--- src/rtl/snn_seq_ctrl_if.sv ---
// Handshake and buffer-strobe bundle between the SNN sequencer and its environment.
// SNN_SEQ_PERF_EN adds the perf_cyc observation port.
interface snn_seq_ctrl_if;
  logic       in_valid;
  logic [1:0] opt;
  logic       dp_stall;
  logic       img_we;
  logic [6:0] img_waddr;
  logic       ker_we;
  logic [4:0] ker_waddr;
  logic       wgt_we;
  logic [1:0] wgt_waddr;
  logic [1:0] opt_q;
  logic       conv_issue;
  logic       conv_img;
  logic [3:0] conv_pos;
  logic       post_issue;
  logic [1:0] post_step;
  logic       out_valid;
  logic       busy;
  logic       err_in;
`ifdef SNN_SEQ_PERF_EN
  logic [7:0] perf_cyc;
`endif

  modport master (
    output in_valid, opt, dp_stall,
`ifdef SNN_SEQ_PERF_EN
    input  perf_cyc,
`endif
    input  img_we, img_waddr, ker_we, ker_waddr, wgt_we, wgt_waddr, opt_q,
           conv_issue, conv_img, conv_pos, post_issue, post_step,
           out_valid, busy, err_in
  );

  modport slave (
    input  in_valid, opt, dp_stall,
`ifdef SNN_SEQ_PERF_EN
    output perf_cyc,
`endif
    output img_we, img_waddr, ker_we, ker_waddr, wgt_we, wgt_waddr, opt_q,
           conv_issue, conv_img, conv_pos, post_issue, post_step,
           out_valid, busy, err_in
  );
endinterface

--- src/rtl/snn_seq_ctrl.sv ---
// Sequencer for the SNN FP datapath: burst capture, conv/post issue, drains, result strobe.
// Optional SNN_SEQ_PERF_EN: saturating 8-bit cycle counter from first CONV cycle through OUT.
module snn_seq_ctrl #(
  parameter int IMG_WORDS = 96,
  parameter int KER_WORDS = 27,
  parameter int WGT_WORDS = 4,
  parameter int CONV_OPS  = 32,
  parameter int POST_OPS  = 4,
  parameter int FP_LAT    = 2
) (
  input  logic          clk,
  input  logic          rst,
  snn_seq_ctrl_if.slave bus
);

  typedef enum logic [2:0] {
    S_IDLE, S_LOAD, S_CONV, S_DRAIN1, S_POST, S_DRAIN2, S_OUT
  } state_e;

  localparam logic [6:0] IMG_LAST  = 7'(IMG_WORDS - 1);
  localparam logic [6:0] CONV_LAST = 7'(CONV_OPS - 1);
  localparam logic [6:0] POST_LAST = 7'(POST_OPS - 1);
  localparam logic [6:0] LAT_LAST  = 7'(FP_LAT - 1);
  localparam logic [6:0] KER_N     = 7'(KER_WORDS);
  localparam logic [6:0] WGT_N     = 7'(WGT_WORDS);

  state_e     state_q, state_d;
  logic [6:0] cnt_q, cnt_d;
  logic [1:0] opt_lat_q, opt_lat_d;

  // One shared counter: load index, conv k, drain cycles and post step.
  always_comb begin
    state_d   = state_q;
    cnt_d     = cnt_q;
    opt_lat_d = opt_lat_q;
    unique case (state_q)
      S_IDLE: if (bus.in_valid) begin
        state_d   = S_LOAD;
        cnt_d     = 7'd1;
        opt_lat_d = bus.opt;
      end
      S_LOAD: begin
        if (!bus.in_valid) begin
          state_d = S_IDLE;
          cnt_d   = '0;
        end else if (cnt_q == IMG_LAST) begin
          state_d = S_CONV;
          cnt_d   = '0;
        end else begin
          cnt_d = cnt_q + 7'd1;
        end
      end
      S_CONV: if (!bus.dp_stall) begin
        if (cnt_q == CONV_LAST) begin
          state_d = S_DRAIN1;
          cnt_d   = '0;
        end else begin
          cnt_d = cnt_q + 7'd1;
        end
      end
      S_DRAIN1: begin
        if (cnt_q == LAT_LAST) begin
          state_d = S_POST;
          cnt_d   = '0;
        end else begin
          cnt_d = cnt_q + 7'd1;
        end
      end
      S_POST: if (!bus.dp_stall) begin
        if (cnt_q == POST_LAST) begin
          state_d = S_DRAIN2;
          cnt_d   = '0;
        end else begin
          cnt_d = cnt_q + 7'd1;
        end
      end
      S_DRAIN2: begin
        if (cnt_q == LAT_LAST) begin
          state_d = S_OUT;
          cnt_d   = '0;
        end else begin
          cnt_d = cnt_q + 7'd1;
        end
      end
      S_OUT: begin
        state_d = S_IDLE;
        cnt_d   = '0;
      end
      default: begin
        state_d = S_IDLE;
        cnt_d   = '0;
      end
    endcase
  end

  always_ff @(posedge clk) begin
    if (rst) begin
      state_q   <= S_IDLE;
      cnt_q     <= '0;
      opt_lat_q <= '0;
    end else begin
      state_q   <= state_d;
      cnt_q     <= cnt_d;
      opt_lat_q <= opt_lat_d;
    end
  end

  // Strobes are combinational so a word lands in the buffer on its arrival cycle;
  // cnt_q is 0 in IDLE, which makes the first burst cycle address 0.
  logic load_ok, ker_ok, wgt_ok, conv_ok, post_ok, run_st;
  assign load_ok = bus.in_valid && (state_q == S_IDLE || state_q == S_LOAD);
  assign ker_ok  = load_ok && (cnt_q < KER_N);
  assign wgt_ok  = load_ok && (cnt_q < WGT_N);
  assign conv_ok = (state_q == S_CONV) && !bus.dp_stall;
  assign post_ok = (state_q == S_POST) && !bus.dp_stall;
  assign run_st  = state_q inside {S_CONV, S_DRAIN1, S_POST, S_DRAIN2, S_OUT};

  assign bus.img_we     = load_ok;
  assign bus.img_waddr  = load_ok ? cnt_q : '0;
  assign bus.ker_we     = ker_ok;
  assign bus.ker_waddr  = ker_ok ? cnt_q[4:0] : '0;
  assign bus.wgt_we     = wgt_ok;
  assign bus.wgt_waddr  = wgt_ok ? cnt_q[1:0] : '0;
  assign bus.opt_q      = opt_lat_q;
  assign bus.conv_issue = conv_ok;
  assign bus.conv_img   = conv_ok & cnt_q[4];
  assign bus.conv_pos   = conv_ok ? cnt_q[3:0] : '0;
  assign bus.post_issue = post_ok;
  assign bus.post_step  = post_ok ? cnt_q[1:0] : '0;
  assign bus.out_valid  = (state_q == S_OUT) && !bus.in_valid;
  assign bus.busy       = (state_q != S_IDLE);
  assign bus.err_in     = ((state_q == S_LOAD) && !bus.in_valid) || (bus.in_valid && run_st);

`ifdef SNN_SEQ_PERF_EN
  logic [7:0] perf_q, perf_d;

  always_comb begin
    perf_d = perf_q;
    if (state_q == S_LOAD && state_d == S_CONV) perf_d = '0;
    else if (run_st && perf_q != 8'hff)         perf_d = perf_q + 8'd1;
  end

  always_ff @(posedge clk) begin
    if (rst) perf_q <= '0;
    else     perf_q <= perf_d;
  end

  assign bus.perf_cyc = perf_q;
`endif

endmodule
--- src/flat_wrapper.sv ---
// flat-port wrapper written by rule: the top's interface ports become plain ports
module snn_seq_ctrl_flat 
#(
  parameter int IMG_WORDS = 96,
  parameter int KER_WORDS = 27,
  parameter int WGT_WORDS = 4,
  parameter int CONV_OPS  = 32,
  parameter int POST_OPS  = 4,
  parameter int FP_LAT    = 2
)
  (clk, rst, bus_in_valid, bus_opt, bus_dp_stall, bus_img_we, bus_img_waddr, bus_ker_we, bus_ker_waddr, bus_wgt_we, bus_wgt_waddr, bus_opt_q, bus_conv_issue, bus_conv_img, bus_conv_pos, bus_post_issue, bus_post_step, bus_out_valid, bus_busy, bus_err_in);
  snn_seq_ctrl_if bus_i ();
  input  logic clk;
  input  logic rst;
  input wire logic [$bits(bus_i.in_valid)-1:0] bus_in_valid;
  input wire logic [$bits(bus_i.opt)-1:0] bus_opt;
  input wire logic [$bits(bus_i.dp_stall)-1:0] bus_dp_stall;
  output wire logic [$bits(bus_i.img_we)-1:0] bus_img_we;
  output wire logic [$bits(bus_i.img_waddr)-1:0] bus_img_waddr;
  output wire logic [$bits(bus_i.ker_we)-1:0] bus_ker_we;
  output wire logic [$bits(bus_i.ker_waddr)-1:0] bus_ker_waddr;
  output wire logic [$bits(bus_i.wgt_we)-1:0] bus_wgt_we;
  output wire logic [$bits(bus_i.wgt_waddr)-1:0] bus_wgt_waddr;
  output wire logic [$bits(bus_i.opt_q)-1:0] bus_opt_q;
  output wire logic [$bits(bus_i.conv_issue)-1:0] bus_conv_issue;
  output wire logic [$bits(bus_i.conv_img)-1:0] bus_conv_img;
  output wire logic [$bits(bus_i.conv_pos)-1:0] bus_conv_pos;
  output wire logic [$bits(bus_i.post_issue)-1:0] bus_post_issue;
  output wire logic [$bits(bus_i.post_step)-1:0] bus_post_step;
  output wire logic [$bits(bus_i.out_valid)-1:0] bus_out_valid;
  output wire logic [$bits(bus_i.busy)-1:0] bus_busy;
  output wire logic [$bits(bus_i.err_in)-1:0] bus_err_in;
  assign bus_i.in_valid = bus_in_valid;
  assign bus_i.opt = bus_opt;
  assign bus_i.dp_stall = bus_dp_stall;
  assign bus_img_we = bus_i.img_we;
  assign bus_img_waddr = bus_i.img_waddr;
  assign bus_ker_we = bus_i.ker_we;
  assign bus_ker_waddr = bus_i.ker_waddr;
  assign bus_wgt_we = bus_i.wgt_we;
  assign bus_wgt_waddr = bus_i.wgt_waddr;
  assign bus_opt_q = bus_i.opt_q;
  assign bus_conv_issue = bus_i.conv_issue;
  assign bus_conv_img = bus_i.conv_img;
  assign bus_conv_pos = bus_i.conv_pos;
  assign bus_post_issue = bus_i.post_issue;
  assign bus_post_step = bus_i.post_step;
  assign bus_out_valid = bus_i.out_valid;
  assign bus_busy = bus_i.busy;
  assign bus_err_in = bus_i.err_in;
  snn_seq_ctrl #(.IMG_WORDS(IMG_WORDS), .KER_WORDS(KER_WORDS), .WGT_WORDS(WGT_WORDS), .CONV_OPS(CONV_OPS), .POST_OPS(POST_OPS), .FP_LAT(FP_LAT)) u_core (.clk(clk), .rst(rst), .bus(bus_i));
endmodule
--- config.mk ---
export PLATFORM = sky130hd
export DESIGN_NAME = snn_seq_ctrl_flat
export DESIGN_NICKNAME = d
export VERILOG_FILES = /design/src/rtl/snn_seq_ctrl_if.sv /design/src/rtl/snn_seq_ctrl.sv /design/src/flat_wrapper.sv
export SDC_FILE = /design/constraint.sdc
export NUM_CORES = 1
export LEC_CHECK = 0
export ABC_AREA = 1
export CAP_MARGIN = 10
export CORE_ASPECT_RATIO = 0.75
export CORE_MARGIN = 2
export CORE_UTILIZATION = 42
export CTS_BUF_LIST = sky130_fd_sc_hd__clkbuf_4
export DETAILED_ROUTE_END_ITERATION = 8
export PLACE_DENSITY = 0.81
export SLEW_MARGIN = 40
export SYNTH_ARGS = -nofsm -noshare
export SYNTH_HDL_FRONTEND = slang
export SYNTH_SLANG_ARGS = --single-unit
--- constraint.sdc ---
create_clock -name clk -period 1.75 [get_ports clk]
set_clock_uncertainty 0.2 [all_clocks]
set_input_delay 0.525 -clock clk [delete_from_list [all_inputs] [get_ports clk]]
set_output_delay 0.525 -clock clk [all_outputs]
set_load 0.05 [all_outputs]
==> results of run 1 <==
## cells in the mapped netlist (all sizes together)
master,count
nor2,47
nand2,46
inv,25
nand3,16
dfxtp,12
o21ai,11
a21oi,8
nor3,7
buf,2
ha,2
nand4,2
xor2,2
clkbuf,1
clkinv,1
## cell families after synthesis
kind of cell / Yosys count / share of synthesized area, %
fa+ha+maj: 2 / 2.366
buf+inv: 29 / 11.72
flops: 12 / 22.72
xor+xnor: 2 / 1.657
compound gates: 19 / 11.48
simple gates: 118 / 50.06
## stage by stage
stage	hold WS (ns)	instance area, um2
2_1_floorplan	0.2716	1310
3_3_place_gp	0.3644	2321
==> flow_summary.ini, run 1 <==
[synthesis]
yosys_warnings = 0
netlist_instances = 182
synth_area_um2 = 1057
avgSynthCellArea_um2 = 5.809
synth_top_area_cell = dfxtp_1
synth.top_cell.area_share_pct = 22.72
ys_seq_area_share_pct = 22.72
ys_ff_latch = 12
synth_cell_types = 27
syn_nets = 190
yosys-top-cells-area = dfxtp_1, nor2_1, nand2_1, inv_1, nand3_1

[floorplan]
die-height_um = 47.45
start_util_pct = 45.07
row_count = 15
dieWidth_um = 61.94
io_pins = 37

[run_status]
tool.error = [ERROR DPL-0033] detailed placement checks failed during check placement.
status = stopped before the end
haltStage = 3_5_place_dp

[place]
placement.io_buffers = 36
gpl.final_weighted_congestion = 0.9122
place.detailed.hpwl_um = 5527
==> inputs of run 2 (changes only) <==
--- a/config.mk
+++ b/config.mk
@@ -7,12 +7,10 @@
 export LEC_CHECK = 0
 export ABC_AREA = 1
 export CAP_MARGIN = 10
-export CORE_ASPECT_RATIO = 0.75
-export CORE_MARGIN = 2
-export CORE_UTILIZATION = 42
-export CTS_BUF_LIST = sky130_fd_sc_hd__clkbuf_4
+export CORE_AREA = 2 2 63 65
 export DETAILED_ROUTE_END_ITERATION = 8
-export PLACE_DENSITY = 0.81
+export DIE_AREA = 0 0 65 67
+export PLACE_DENSITY_LB_ADDON = 0.15
 export SLEW_MARGIN = 40
 export SYNTH_ARGS = -nofsm -noshare
 export SYNTH_HDL_FRONTEND = slang
==> constraint.sdc (replaced) <==
create_clock -name clk -period 2.3 [get_ports clk]
set_clock_uncertainty 0.2 [all_clocks]
set_input_delay 0.69 -clock clk [delete_from_list [all_inputs] [get_ports clk]]
set_output_delay 0.69 -clock clk [all_outputs]
set_load 0.05 [all_outputs]
==> run 2 against run 1 <==
Against the previous run:
- the flow now finishes, with violations (negative setup slack)
- synthesized cell count unchanged
- synthesized area unchanged
==> flow_summary.ini, run 2 <==
[run_status]
status = finished with violations
violations = negative setup slack

[final_layout]
top_register = u_core.cnt_q
area_delta_synth_final_pct = 118.2
antenna_cells = 0
largest_reg_flops = 7
final_cell_mix = nand2_1, buf_4, buf_12
fin_nets = 256
drive_gt1_share_pct = 50.61
utilization_pct = 63.98
num-fill-cells = 297
layout_commonest_cell = nand2_1

[drt]
drt_iter0_drc = 50
drc = 0
ant_nets = 0
first_pass_iters = 4
wirelength_um = 3450
vias_per_cell = 4.617
wl_per_cell_um = 11.69
via_count = 1362

[power]
power_frac_clock_pct = 9.8
p_int_mw = 1.116
power.switching_mw = 1.183
ir_worst_vdd_v = 0.0007370
leakagePower_nw = 0.9317
netSwitchingFraction_pct = 51.46
combPwrFrac_pct = 76.9
p_seq_share_pct = 13.2
power_mw = 2.300
power_density_nw_per_um2 = 996.7

[sta]
finalSetupTns_ns = -1.791
finalMaxSlewViolations = 0
hold_viol = 0
maxSlewHeadroom_pct = 75.10
max_freq_ghz = 0.4074
rsz0062_at_grt = yes
setup_viol = 20
setup_ws_ns = -0.1544
whs_ns = 0.3129
worst_slew_pin_slew_ns = 0.3707
finalCriticalPeriod_ns = 2.454
timing.final.crit_share_pct = 106.7

[synthesis]
synth_flop_cell = dfxtp_1
syn_nets = 190
yosys-top-cells-area = dfxtp_1, nor2_1, nand2_1, inv_1, nand3_1
ys_seq_area_share_pct = 22.72
synth_top_area_cell = dfxtp_1
synth_cell_types = 27
synth.top_cell.area_share_pct = 22.72
ys_ff_latch = 12
avgSynthCellArea_um2 = 5.809
netlist_top_cells_count = nor2_1, nand2_1, inv_1
yosysMostFrequentCell = nor2_1
synth_area_um2 = 1057
synth-edff-count = 0
netlist_instances = 182
async_flop_share_pct = 0
yosys_warnings = 0

[worst_setup_path]
worstPathArrival_ns = 1.56
crit_fanout = 7
cp_data_required_time_ns = 1.41
start_kind = flop
worstRegToRegCells = 12
worstSetupEndpointType = primary output
crit_type = reg2out

[run]
max_cap_violations = 0

[floorplan]
coreArea_um2 = 3606
die-height_um = 67
start_util_pct = 29.32
die_area_um2 = 4355
dieWidth_um = 65
row_count = 22
io_pins = 37

[grt]
antenna_found_initial = 0
grtUsageTotal_pct = 17.48
grt_pass1_vias = 1318
grt_pass1_wl_um = 5934
grt_max_degree = 10
grt-ovfl-total = 0

[worst_hold_path]
holdPathStages = 2
hold_class = reg2reg

[cts]
clockRootBuffer = clkbuf_8
insertion_delay_ns = 0.24
cts_num_sinks = 12
cts_made_buffers = 3
clockBufferDepth = 2
cts_hold_buffers = 0
clkTransAtPathRegs_ns = 0.05
htree_levels = 1
cts_tree = done

[place]
gpl.final_weighted_congestion = 0.7511
place_ws_ns = -0.5475
placement.io_buffers = 36
place.detailed.hpwl_um = 2912
-- run 2: cell counts after synthesis --
No cell type changed its count.
-- run 2: final timing paths --
check	startpoint	end	slack, ns
setup reg to reg	u_core.cnt_q[1]	u_core.state_q[2]	0.36
hold / removal	u_core.bus.opt_q[1]	u_core.bus.opt_q[1]	0.31
hold reg to reg	u_core.bus.opt_q[1]	u_core.bus.opt_q[1]	0.31
setup / recovery	u_core.state_q[0]	bus_ker_waddr[3]	-0.15
-- run 2: power by group through the flow --
stage,clock network [mW],logic [mW],registers [mW]
after floorplan,0,1.09,0.330
after global placement,0,1.67,0.301
after detailed placement,0,1.68,0.301
after CTS,0.232,1.77,0.305
after global routing,0.243,1.90,0.308
final,0.226,1.77,0.304
-- run 2: critical path, cell delays in order, from the launching register on --
cell and delay, ns:
dfxtp_4 0.38, nor2_4 0.18, nand2_8 0.06, nand2_4 0.08, nand2_8 0.06, clkinvlp_4 0.09, nand3_4 0.17, nor2_4 0.15
buf_12 0.14
-- run 2: repair_timing --
item	CTS	global route
gates resized for setup	17	6
buffers inserted	5	1
pin swaps	6	7
endpoints found under the setup margin	28	25
-- run 2: kinds of logic (layout without fill, tap and decap cells) --
group | Yosys count | in the layout | share of synthesized area [%]
adders and majority gates | 2 | 2 | 2.366
AOI/OAI and AO/OA | 19 | 19 | 11.48
DFF | 12 | 12 | 22.72
xor gates and xnor gates | 2 | 2 | 1.657
buffers and inverters | 29 | 94 | 11.72
and+or+nand+nor | 118 | 118 | 50.06
-- run 2: through the flow --
| step | std cells | area [um2] |
|---|---|---|
| final | 295 | 2307 |
| after global routing | 295 | 2307 |
| after CTS | 295 | 2290 |
| after detailed placement | 286 | 2170 |
| after global placement | 286 | 2170 |
| after floorplan | 182 | 1331 |
-- run 2: metal layers --
| layer | global-route usage [%] | up-vias | wire length (um) | share of wire [%] |
|---|---|---|---|---|
| met4 | 5.585 | 0 | 39 | 1.1 |
| met1 | 21.00 | 616 | 1470 | 43 |
| met3 | 2.703 | 4 | 166 | 4.8 |
| li1 | - | 701 | - | - |
| met2 | 31.70 | 41 | 1774 | 51 |
| met5 | 0 | - | 0 | 0 |
-- run 2: final cells by class --
cell class	count	area, um2	area share (%)
tap	48	60.06	2.603
clock buffer	4	55.05	2.386
multi-input combinational	141	974.7	42.25
sequential	12	249.0	10.79
timing repair buffer	64	849.6	36.82
inverter	26	118.9	5.152
Power figures use the tool's default switching activity.
==> inputs of run 3 (changes only) <==
--- a/config.mk
+++ b/config.mk
@@ -6,7 +6,6 @@
 export NUM_CORES = 1
 export LEC_CHECK = 0
 export ABC_AREA = 1
-export CAP_MARGIN = 10
 export CORE_AREA = 2 2 63 65
 export DETAILED_ROUTE_END_ITERATION = 8
 export DIE_AREA = 0 0 65 67
==> results of run 3 <==
Same layout as run 2: the final DEF is identical, and so are final timing and power.
==> inputs of run 4 (changes only) <==
--- a/config.mk
+++ b/config.mk
@@ -9,8 +9,8 @@
 export CORE_AREA = 2 2 63 65
 export DETAILED_ROUTE_END_ITERATION = 8
 export DIE_AREA = 0 0 65 67
-export PLACE_DENSITY_LB_ADDON = 0.15
-export SLEW_MARGIN = 40
+export PLACE_DENSITY = 0.55
+export SLEW_MARGIN = 20
 export SYNTH_ARGS = -nofsm -noshare
 export SYNTH_HDL_FRONTEND = slang
 export SYNTH_SLANG_ARGS = --single-unit
==> run 4 against run 3 <==
Against the previous run:
- worst setup slack worse by 0.011 ns
- design area up 5.6%
- the run still ends with negative setup slack left
- highest routed layer unchanged
- die area unchanged
- first-iteration DRC count down 22%
- power up 6.7%
- hold slack worse by 0.011 ns
- global-route usage up 1.3 points
- combinational power up 8%
- fmax down 0.44%
- largest cell class unchanged
==> flow_summary.ini, run 4 (synthesis gave the netlist of run 2 again) <==
[power]
power_density_nw_per_um2 = 1007
leakagePower_nw = 0.9942
power_mw = 2.454
ir_worst_vdd_v = 0.0007306

[worst_hold_path]
hold_class = reg2reg
holdPathStages = 2

[cts]
cts_tree = done
clockRootBuffer = clkbuf_8
cts_num_sinks = 12
cts_hold_buffers = 0
clkTransAtPathRegs_ns = 0.05
clockBufferDepth = 2
htree_levels = 1
insertion_delay_ns = 0.24
cts_made_buffers = 3

[drt]
drc = 0
wl_per_cell_um = 11.96
drt_iter0_drc = 39
via_count = 1392
ant_nets = 0
wirelength_um = 3623
first_pass_iters = 4
vias_per_cell = 4.594

[final_layout]
antenna_cells = 0
area_delta_synth_final_pct = 130.5
postLayoutCellArea_um2 = 2437
layout_commonest_cell = nand2_1
top_register = u_core.cnt_q
largest_reg_flops = 7
final_cell_mix = nand2_1, buf_4, buf_12
fin_nets = 264
multiInputGateArea_um2 = 992.2
seq_area_um2 = 250.2
num-fill-cells = 299
drive_gt1_share_pct = 54.12
final_cells = 303

[sta]
hold_viol = 0
timing.final.crit_share_pct = 107.2
maxSlewHeadroom_pct = 76.88
finalCriticalPeriod_ns = 2.465
setup_ws_ns = -0.1652
whs_ns = 0.3014
max_freq_ghz = 0.4056
worst_slew_pin_slew_ns = 0.3441
setup_viol = 23
finalSetupTns_ns = -2.378
rsz0062_at_grt = yes
finalMaxSlewViolations = 0

[floorplan]
coreArea_um2 = 3606
die_area_um2 = 4355
dieWidth_um = 65
io_pins = 37
die-height_um = 67
row_count = 22
start_util_pct = 29.32

[grt]
grt_pass1_wl_um = 6375
antenna_found_initial = 0
grtUsageTotal_pct = 18.76
grt-ovfl-total = 0
grt_max_degree = 10
grt_pass1_vias = 1416

[place]
placement.io_buffers = 36
place.detailed.hpwl_um = 2965
gpl.final_weighted_congestion = 0.8569
dp_cells = 287
placedInstanceArea_um2 = 2190

[worst_setup_path]
worstRegToRegCells = 12
crit_fanout = 6
reg2reg_slack_ns = 0.37
worstPathArrival_ns = 1.58
cp_data_required_time_ns = 1.41
start_kind = flop
worstSetupEndpointType = primary output
crit_type = reg2out

[run_status]
violations = negative setup slack
status = finished with violations

[run]
max_cap_violations = 0
run 4: cell types whose count changed in the layout (fill, tap and decap cells not counted), moves of 2 or more:
cell / previous run / this run
buf_6: 1 / 6
buf_4: 29 / 32
buf_12: 29 / 31
buf_2: 2 / 0
nand3_1: 13 / 11
nand3_2: 0 / 2
run 4: stage by stage:
step | utilization, % | setup slack [ns]
5_1_grt | 67.59 | -0.2555
6_report | 67.59 | -0.1652
4_1_cts | 64.33 | -0.1731
3_5_place_dp | 60.72 | -0.5448
3_3_place_gp | 60.72 | -0.5143
2_1_floorplan | - | -0.1972
run 4: critical path: stages (launching register included):
cell,delay (ns)
dfxtp_4,0.38
nor2_4,0.18
nand2_8,0.07
nand2_4,0.08
nand2_8,0.06
clkinvlp_4,0.09
nand3_4,0.18
nor2_4,0.15
buf_12,0.14
run 4: area by class of cell:
cell class,instances,area share (%)
clock buffers,4,2.259
inverters,26,4.979
well taps,48,2.464
multi-input cells,141,40.71
flip-flops and latches,12,10.27
repair buffers,72,39.32
run 4: path summary, 6_finish.rpt:
kind	from	end
worst max register to register	u_core.cnt_q[1]	u_core.state_q[2]
worst min-delay path	u_core.cnt_q[1]	u_core.cnt_q[1]
worst min register to register	u_core.cnt_q[1]	u_core.cnt_q[1]
worst max-delay path	u_core.state_q[0]	bus_ker_waddr[3]
run 4: metal layers:
| layer | up-vias | part of all wire [%] | global-route usage (%) |
|---|---|---|---|
| met5 | - | 0 | 0 |
| met4 | 0 | 1.5 | 7.447 |
| met3 | 5 | 4.9 | 2.027 |
| met2 | 38 | 52 | 35.70 |
| met1 | 631 | 41 | 21.15 |
| li1 | 718 | - | - |
run 4: where the power goes:
part / leakage (nW) / switching [mW] / internal, mW
sequential: 0.100 / 0.0461 / 0.258
combinational: 0.865 / 1.11 / 0.815
clock: 0.0288 / 0.0767 / 0.151
total: 0.994 / 1.23 / 1.22
run 4: what timing repair did:
item | 4_1_cts | 5_1_grt
buffers inserted | 7 | 8
hold endpoints to repair | 0 | 0
setup endpoints to repair | 28 | 23
resized for setup | 17 | 19
pin swaps | 8 | 11
